$ cat src/rtl/jedro_1_test_monitor.sv
// Self-checking program monitor for jedro_1 core tests: waits for halt or timeout, drains,
// then compares register-file entries against expected values. Option: JEDRO_1_TEST_MON_STOP_ON_FAIL_EN.
module jedro_1_test_monitor #(
  parameter int unsigned DATA_WIDTH     = 32,
  parameter int unsigned REG_ADDR_WIDTH = 5,
  parameter int unsigned NUM_CHECKS     = 3,
  parameter int unsigned MAX_CYCLES     = 64,
  parameter int unsigned DRAIN_CYCLES   = 3
) (
  input  logic                                         clk_i,
  input  logic                                         rst_i,
  input  logic                                         start_i,
  input  logic                                         halt_i,
  input  logic [NUM_CHECKS*REG_ADDR_WIDTH-1:0]         chk_addr_i,
  input  logic [NUM_CHECKS*DATA_WIDTH-1:0]             chk_data_i,
  output logic [REG_ADDR_WIDTH-1:0]                    rf_addr_o,
  input  logic [DATA_WIDTH-1:0]                        rf_data_i,
  output logic                                         done_o,
  output logic                                         pass_o,
  output logic                                         timeout_o,
  output logic [$clog2(NUM_CHECKS+1)-1:0]              err_cnt_o,
  output logic [((NUM_CHECKS > 1) ? $clog2(NUM_CHECKS) : 1)-1:0] fail_idx_o,
  output logic [DATA_WIDTH-1:0]                        fail_data_o
);

  localparam int unsigned ERR_W      = $clog2(NUM_CHECKS + 1);
  localparam int unsigned IDX_W      = (NUM_CHECKS > 1) ? $clog2(NUM_CHECKS) : 1;
  localparam int unsigned CNT_MAX    = (MAX_CYCLES > DRAIN_CYCLES) ? MAX_CYCLES : DRAIN_CYCLES;
  localparam int unsigned CNT_W      = $clog2(CNT_MAX + 1);
  localparam int unsigned RUN_LAST   = MAX_CYCLES - 1;
  localparam int unsigned DRAIN_LAST = (DRAIN_CYCLES > 0) ? DRAIN_CYCLES - 1 : 0;
  localparam int unsigned IDX_LAST   = NUM_CHECKS - 1;

  typedef enum logic [2:0] {
    S_IDLE,
    S_RUN,
    S_DRAIN,
    S_CHECK,
    S_DONE
  } state_t;

  state_t                  state_q, state_d;
  logic [CNT_W-1:0]        cnt_q, cnt_d;
  logic [IDX_W-1:0]        idx_q, idx_d;
  logic [ERR_W-1:0]        err_q, err_d;
  logic [IDX_W-1:0]        fidx_q, fidx_d;
  logic [DATA_WIDTH-1:0]   fdata_q, fdata_d;
  logic                    done_q, done_d;
  logic                    pass_q, pass_d;
  logic                    to_q, to_d;

  logic [REG_ADDR_WIDTH-1:0] exp_addr;
  logic [DATA_WIDTH-1:0]     exp_data;
  logic                      mismatch;
  logic                      stop_check;

  // Select the (addr, expected) pair for the current check index
  always_comb begin
    exp_addr = '0;
    exp_data = '0;
    for (int k = 0; k < int'(NUM_CHECKS); k++) begin
      if (idx_q == IDX_W'(k)) begin
        exp_addr = chk_addr_i[k*REG_ADDR_WIDTH +: REG_ADDR_WIDTH];
        exp_data = chk_data_i[k*DATA_WIDTH +: DATA_WIDTH];
      end
    end
  end

  assign mismatch  = (rf_data_i != exp_data);
  assign rf_addr_o = (state_q == S_CHECK) ? exp_addr : '0;

  always_comb begin
    state_d    = state_q;
    cnt_d      = cnt_q;
    idx_d      = idx_q;
    err_d      = err_q;
    fidx_d     = fidx_q;
    fdata_d    = fdata_q;
    done_d     = done_q;
    pass_d     = pass_q;
    to_d       = to_q;
    stop_check = 1'b0;

    case (state_q)
      S_IDLE: begin
        if (start_i) begin
          state_d = S_RUN;
          cnt_d   = '0;
          idx_d   = '0;
          err_d   = '0;
          fidx_d  = '0;
          fdata_d = '0;
          done_d  = 1'b0;
          pass_d  = 1'b0;
          to_d    = 1'b0;
        end
      end

      S_RUN: begin
        if (!start_i) begin
          state_d = S_IDLE;
        end else if (halt_i || (cnt_q == CNT_W'(RUN_LAST))) begin
          // Halt takes priority over a simultaneous budget expiry
          to_d    = !halt_i;
          cnt_d   = '0;
          idx_d   = '0;
          state_d = (DRAIN_CYCLES == 0) ? S_CHECK : S_DRAIN;
        end else if (cnt_q != CNT_W'(CNT_MAX)) begin
          cnt_d = cnt_q + CNT_W'(1);
        end
      end

      S_DRAIN: begin
        if (!start_i) begin
          state_d = S_IDLE;
        end else if (cnt_q == CNT_W'(DRAIN_LAST)) begin
          state_d = S_CHECK;
          idx_d   = '0;
        end else if (cnt_q != CNT_W'(CNT_MAX)) begin
          cnt_d = cnt_q + CNT_W'(1);
        end
      end

      S_CHECK: begin
        if (!start_i) begin
          state_d = S_IDLE;
        end else begin
          if (mismatch) begin
            if (err_q != ERR_W'(NUM_CHECKS)) begin
              err_d = err_q + ERR_W'(1);
            end
            if (err_q == '0) begin
              fidx_d  = idx_q;
              fdata_d = rf_data_i;
            end
          end
`ifdef JEDRO_1_TEST_MON_STOP_ON_FAIL_EN
          stop_check = mismatch || (idx_q == IDX_W'(IDX_LAST));
`else
          stop_check = (idx_q == IDX_W'(IDX_LAST));
`endif
          if (stop_check) begin
            state_d = S_DONE;
            done_d  = 1'b1;
            pass_d  = (err_d == '0) && !to_q;
          end else begin
            idx_d = idx_q + IDX_W'(1);
          end
        end
      end

      S_DONE: begin
        // Results stay visible in IDLE until the next run starts
        if (!start_i) begin
          state_d = S_IDLE;
        end
      end

      default: state_d = S_IDLE;
    endcase

    // Abort from an active phase discards partial results
    if ((state_q == S_RUN || state_q == S_DRAIN || state_q == S_CHECK) && !start_i) begin
      cnt_d   = '0;
      idx_d   = '0;
      err_d   = '0;
      fidx_d  = '0;
      fdata_d = '0;
      done_d  = 1'b0;
      pass_d  = 1'b0;
      to_d    = 1'b0;
    end
  end

  always_ff @(posedge clk_i or posedge rst_i) begin
    if (rst_i) begin
      state_q <= S_IDLE;
      cnt_q   <= '0;
      idx_q   <= '0;
      err_q   <= '0;
      fidx_q  <= '0;
      fdata_q <= '0;
      done_q  <= 1'b0;
      pass_q  <= 1'b0;
      to_q    <= 1'b0;
    end else begin
      state_q <= state_d;
      cnt_q   <= cnt_d;
      idx_q   <= idx_d;
      err_q   <= err_d;
      fidx_q  <= fidx_d;
      fdata_q <= fdata_d;
      done_q  <= done_d;
      pass_q  <= pass_d;
      to_q    <= to_d;
    end
  end

  assign done_o      = done_q;
  assign pass_o      = pass_q;
  assign timeout_o   = to_q;
  assign err_cnt_o   = err_q;
  assign fail_idx_o  = fidx_q;
  assign fail_data_o = fdata_q;

endmodule

$ cat config.mk
export PLATFORM = sky130hd
export DESIGN_NAME = jedro_1_test_monitor
export DESIGN_NICKNAME = d
export VERILOG_FILES = /design/src/rtl/jedro_1_test_monitor.sv
export SDC_FILE = /design/constraint.sdc
export NUM_CORES = 1
export LEC_CHECK = 0
export ABC_AREA = 1
export CORE_AREA = 4 4 131 133
export CTS_CLUSTER_DIAMETER = 60
export CTS_CLUSTER_SIZE = 30
export DETAILED_ROUTE_END_ITERATION = 16
export DIE_AREA = 0 0 135 137
export PLACE_DENSITY_LB_ADDON = 0.08
export SLEW_MARGIN = 20
export SYNTH_ARGS = -nofsm -noshare
export SYNTH_HDL_FRONTEND = slang
export SYNTH_SLANG_ARGS = --single-unit
$ cat constraint.sdc
create_clock -name clk_i -period 3.7 [get_ports clk_i]
set_clock_uncertainty 0.1 [all_clocks]
set_input_delay 0.74 -clock clk_i [delete_from_list [all_inputs] [get_ports clk_i]]
set_output_delay 0.74 -clock clk_i [all_outputs]
set_load 0.005 [all_outputs]
==> run summary, run 1 <==
Status = complete, no violations
RSZ-0062 raised after global routing = false
Via Count = 4503
Crit. End Element = flop
Final Hold Viols = 0
Clk sinks = 51
Most frequent cells in the layout = 312 x nand2_1, 190 x clkdlybuf4s50_1, 63 x inv_1
DRC = 0
Diode count = 0
Worst-path cell chain = inv_1 -> ha_1 -> inv_2 -> nor2_4 -> buf_12 -> nand2_1 -> nand2_1 -> nand2_1 -> nand2_1 -> nand2_1 -> nand2_1 -> nor2_1 -> nand2_1 -> nor2_1 -> nand2_1 -> nand2_2 -> nor2_2 -> nand2_1 -> nand2_1
F_max = 306 MHz
Placed cell area = 6050 um^2
Final-stage net count = 980
Final cell count without fillers = 1044
Post_cts resized = 0
Post-synth top area cell = dfrtp_1
Fin Setup TNS = 0 ns
Vias per Instance = 4.31
WL/cell = 14.5 um
Data arrival, critical path = 3.41 ns
Root buffer selected by CTS = clkbuf_16
Initial antenna violation count = 0
Design area = 6200 um^2
Number of H-tree levels = 2
Hold path endpoint = fail_data_o[30]
P&R area growth vs syn = 58.4%
Post-Syn Area = 3920 um^2
Dpl hpwl = 11.7 mm
RR Startpoint = idx_q[0]
Max-cap violations = 0
Syn_area_per_cell = 6.11 um^2
Setup slack on the worst flop-to-flop path = 0.43 ns
WP data required = 3.85 ns
IO buf count = 190
Delay-heaviest family, CP = simple AND/OR/NAND/NOR gates
Final hold slack = 0.370 ns
Hold_buf cts = 0
Gate Count Post-Synth = 641
Worst Reg-to-Reg Cells = 19
CTS Buf Count = 5
CTS max path bufs = 2
Max_slew headroom = 0.437
Final WL = 15.1 mm
Final setup viols = 0
First-pass iteration count of the detailed router = 4
Largest net degree at the start of global routing = 40
Pwr dens = 547 nW/um^2
P_leak = 3.11 nW
Layout cells sized above 1 = 0.0411
Core area = 15800 um^2
GRT Overall Usage = 0.156
Netlist cell types = 31
Seq/Total Area, Yosys = 0.326
Part of the cycle the worst path needs = 0.883
CP Buf/Inv Count = 3
Initial core utilization = 0.248
Fill cells = 1648
Top fanout value on the critical path = 30
Reg-to-Reg End = fail_data_o[0]
# placed instances = 1035
First-pass GRT wire length = 22.7 mm
GRT overflow = 0
CP Class = reg -> reg
Worst-margin pin slew = 0.844 ns
Post-CTS setup buffers = 0
Gp weighted congestion = 0.855
Synth top area share = 0.326
Synth warn = 0
Die area = 18500 um^2
TritonCTS clock tree = built
Peak supply drop = 0.000256 V
Clk pin slew, worst setup/hold paths = 0.08 ns
DIE HEIGHT = 137 um
Hold crit path type = reg -> reg
Ports = 191
Die width = 135 um
Initial DRC Count = 143
Syn Nets = 794
Largest stage delay on the critical path = 0.69 ns
Flops & latches, synth = 51
Crit path max-delay cell type = nor2_2
Most frequent CP cell = nand2_1
Final min period = 3.27 ns
Most common cell after layout, fill and taps aside = nand2_1
FP Rows = 46
Hold Path Depth = 2
Vias in the first global route = 4463
Slew Viols, Final = 0
Setup crit start kind = flop
Top cells by area, synth = dfrtp_1 33%, nand2_1 30%, a21oi_1 6.1%
Worst-skew pair later-pin latency = 0.31 ns
Hold_sp = fail_data_o[30]
Routed Antenna Nets = 0
## synth_stat cells (all sizes together)
library cell	instances
a211oi	1
a21oi	48
a221oi	1
a22o	2
a32oi	1
buf	14
clkbuf	6
dfrtp	51
ha	6
inv	66
nand2	315
nand3	33
nand3b	9
nand4	5
nor2	31
nor3	5
o211ai	1
o21a	1
o21ai	7
o22ai	1
o31ai	1
o32ai	1
or2	32
xor2	3
## sequential cells by signal, indices dropped and copies added (netlist names)
name         flops
idx_q            2
cnt_q            7
fail_idx_o       2
pass_o           1
state_q          3
err_cnt_o        2
timeout_o        1
fail_data_o     32
done_o           1
## power breakdown
group | internal (mW) | leakage, nW | switching, mW | total, mW
combinational | 0.867 | 2.34 | 1.22 | 2.09
sequential | 0.707 | 0.696 | 0.0985 | 0.806
clock | 0.259 | 0.0752 | 0.246 | 0.505
## metal layers
layer	vias to the layer above	global-route usage	part of all wire
met5	-	0	0
met1	1992	0.192	0.44
met3	5	0.0511	0.080
li1	2362	-	-
met2	144	0.270	0.48
met4	0	0.0252	0.0064
## per-stage QoR
step / power, mW / utilization / setup WS, ns
floorplan: 2.09 / - / 1.40
global placement: 2.91 / 0.382 / 0.399
detailed placement: 2.92 / 0.382 / 0.388
CTS: 3.45 / 0.392 / 0.358
global route: 3.75 / 0.392 / 0.0307
finish: 3.40 / 0.392 / 0.434
## cell families (layout without fill, tap and decap cells)
family                     Yosys count  count (layout)  synth area share
and+or+nand+nor                    430             431             0.463
DFF                                 51              51             0.326
AOI/OAI and AO/OA                   65              65            0.0907
xor gates and xnor gates             3               3           0.00671
buffers and inverters               86             272            0.0942
adders and majority gates            6               6            0.0192
## cell type report
type                    count  area, um^2  share of cell area
clock buffers               5         125              0.0202
multi-input cells         505        2280               0.368
well taps                 216         270              0.0436
inverters                  66         248              0.0399
repair buffers            198        1970               0.318
flip-flops and latches     51        1280               0.206
clock inverters             3        26.3             0.00424
## how the worst max path moves through the flow
stage | from | end | slack, ns | cells past startpoint
detailed placement | idx_q[0] | fail_idx_o[0] | 0.39 | 19
finish | idx_q[0] | fail_data_o[0] | 0.43 | 19
global placement | idx_q[0] | fail_data_o[13] | 0.40 | 17
CTS | idx_q[0] | fail_data_o[11] | 0.36 | 19
floorplan | idx_q[0] | fail_data_o[0] | 1.40 | 20
global route | idx_q[0] | fail_data_o[5] | 0.03 | 19
## worst reg2reg max path, stage by stage (launching register included)
cell and delay (ns):
dfrtp_1 0.43, inv_1 0.13, ha_1 0.33, inv_2 0.08, nor2_4 0.15, buf_12 0.21, nand2_1 0.07, nand2_1 0.07
nand2_1 0.05, nand2_1 0.05, nand2_1 0.09, nand2_1 0.08, nor2_1 0.04, nand2_1 0.08, nor2_1 0.07, nand2_1 0.14
nand2_2 0.13, nor2_2 0.69, nand2_1 0.13, nand2_1 0.10
(Power assumes the default switching activity.)
==> run 2: changes to the inputs <==
CORE_AREA = 4 4 99 101   (was 4 4 131 133)
CTS_CLUSTER_DIAMETER = default   (was 60)
DIE_AREA = 0 0 103 105   (was 0 0 135 137)
==> run 2 against run 1 <==
Net effect:
- setup slack got worse by 0.068 ns
- design area decreased by 3.6%
- utilization increased by 27 points
- clock power decreased by 31%
- non-clock buffer count decreased by 3
- largest cell class unchanged
- critical path type is now reg -> out
- critical endpoint is now rf_addr_o[4]
- sequential power about the same
- via count increased by 1.6%
- first-iteration DRC count increased by 24%
==> run summary, run 2 (synthesis results as in run 1) <==
Final hold slack = 0.378 ns (+0.00745 ns)
Routed Antenna Nets = 0 (unchanged)
Part of the cycle the worst path needs = 0.901 (+0.0184)
FP Rows = 35 (-24%)
Max FFs per register = 32 (unchanged)
Root buffer selected by CTS = clkbuf_8
Initial antenna violation count = 0 (unchanged)
Hold_buf cts = 0 (unchanged)
Most frequent cells in the layout = 312 x nand2_1, 190 x clkdlybuf4s50_1, 63 x inv_1
First-pass GRT wire length = 20.5 mm (-9.8%)
Final Hold Viols = 0 (unchanged)
Status = complete, no violations
Final min period = 3.33 ns (+0.0681 ns)
Vias per Instance = 4.89 (+13%)
Pwr dens = 529 nW/um^2 (-3.3%)
Vias in the first global route = 4408 (-1.2%)
Initial core utilization = 0.434 (+0.187)
Layout cells sized above 1 = 0.0340 (-0.00708)
Final-stage net count = 976 (-0.41%)
CTS max path bufs = 2 (unchanged)
TritonCTS clock tree = built
Max-cap violations = 0 (unchanged)
P&R area growth vs syn = 52.7%
Die width = 103 um (-24%)
Number of H-tree levels = 2 (unchanged)
Peak supply drop = 0.000385 V (+50%)
Clk sinks = 51 (unchanged)
GRT Overall Usage = 0.236 (+0.0800)
IO buf count = 190 (unchanged)
Most common cell after layout, fill and taps aside = nand2_1
Clk pin slew, worst setup/hold paths = 0.11 ns (+0.03 ns)
WP data required = 2.86 ns (-0.99 ns)
DIE HEIGHT = 105 um (-23%)
Die area = 10800 um^2 (-42%)
Final cell utilization of the core = 0.663 (+0.271)
First-pass iteration count of the detailed router = 4 (unchanged)
Hold crit path type = reg -> reg
Diode count = 0 (unchanged)
Final setup viols = 0 (unchanged)
Via Count = 4575 (+1.6%)
RSZ-0062 raised after global routing = false
Data arrival, critical path = 2.49 ns (-0.92 ns)
CTS Buf Count = 5 (unchanged)
Post_cts resized = 0 (unchanged)
GRT overflow = 0 (unchanged)
Initial DRC Count = 178 (+24%)
Crit. End Element = output pin
Final WL = 13.1 mm (-14%)
Largest net degree at the start of global routing = 52 (+30%)
Setup crit start kind = flop
DRC = 0 (unchanged)
Top fanout value on the critical path = 22 (-27%)
P_leak = 3.06 nW (-1.5%)
Ports = 191 (unchanged)
Worst-skew pair later-pin latency = 0.32 ns (about the same)
Post-CTS setup buffers = 0 (unchanged)
CP Class = reg -> out
Worst-margin pin slew = 0.878 ns (+0.0342 ns)
WL/cell = 14.0 um (-3.5%)
F_max = 300 MHz (-2.0%)
Max_slew headroom = 0.414 (-0.0229)
Core area = 9020 um^2 (-43%)
Dpl hpwl = 10.3 mm (-12%)
Fin Setup TNS = 0 ns (unchanged)
Gp weighted congestion = 0.906 (+6.0%)
Slew Viols, Final = 0 (unchanged)
-- run 2: cell types whose count changed in the layout (fill, tap and decap cells not counted), sizes merged --
| cell | delta |
|---|---|
| nor2 | -1 |
| clkinvlp | +1 |
| buf | -3 |
| clkinv | +1 |
| inv | -2 |
-- run 2: through the flow --
step	std cells	power [mW]	worst slack (ns)	area [um^2]
6_report	935	3.17	0.366	5980
4_1_cts	935	3.19	0.345	5980
5_1_grt	935	3.49	0.141	5980
3_5_place_dp	927	2.84	0.459	5890
2_1_floorplan	641	2.09	1.40	3920
3_3_place_gp	927	2.80	0.523	5890
-- run 2: final timing paths --
kind	endpoint	depth (start not counted)	slack (ns)	from
hold / removal	fail_data_o[20]	2	0.38	fail_data_o[20]
setup / recovery	rf_addr_o[4]	8	0.37	idx_q[0]
hold reg to reg	fail_data_o[20]	2	0.38	fail_data_o[20]
min in group asynchronous	fail_data_o[25]	2	0.78	rst_i
setup reg to reg	fail_data_o[2]	19	0.47	idx_q[0]
max in group asynchronous	fail_data_o[22]	2	2.19	rst_i
-- run 2: worst max-delay path: stages, from the launching register on --
cell	delay, ns
dfrtp_1	0.44
inv_1	0.12
ha_1	0.28
inv_2	0.07
nor2_4	0.27
buf_12	0.21
nand2_1	0.06
a21oi_1	0.17
clkdlybuf4s50_1	0.55
-- run 2: area by class of cell --
cell class              count  area (um^2)
flip-flops and latches     51         1280
well taps                 111          139
repair buffers            195         1950
clock buffers               5         68.8
fillers                   833         3040
inverters                  66          249
multi-input cells         504         2270
clock inverters             3         25.0
-- run 2: report_power, final --
part | total, mW | internal (mW) | switching, mW
clock | 0.350 | 0.138 | 0.212
sequential | 0.804 | 0.707 | 0.0970
combinational | 2.01 | 0.855 | 1.16
-- run 2: per-layer routing --
| metal | track usage | part of all wire | vias to the layer above |
|---|---|---|---|
| met5 | 0 | 0 | - |
| met4 | 0.0555 | 0.018 | 0 |
| met3 | 0.0501 | 0.083 | 19 |
| met2 | 0.419 | 0.49 | 162 |
| met1 | 0.285 | 0.41 | 2042 |
| li1 | - | - | 2352 |
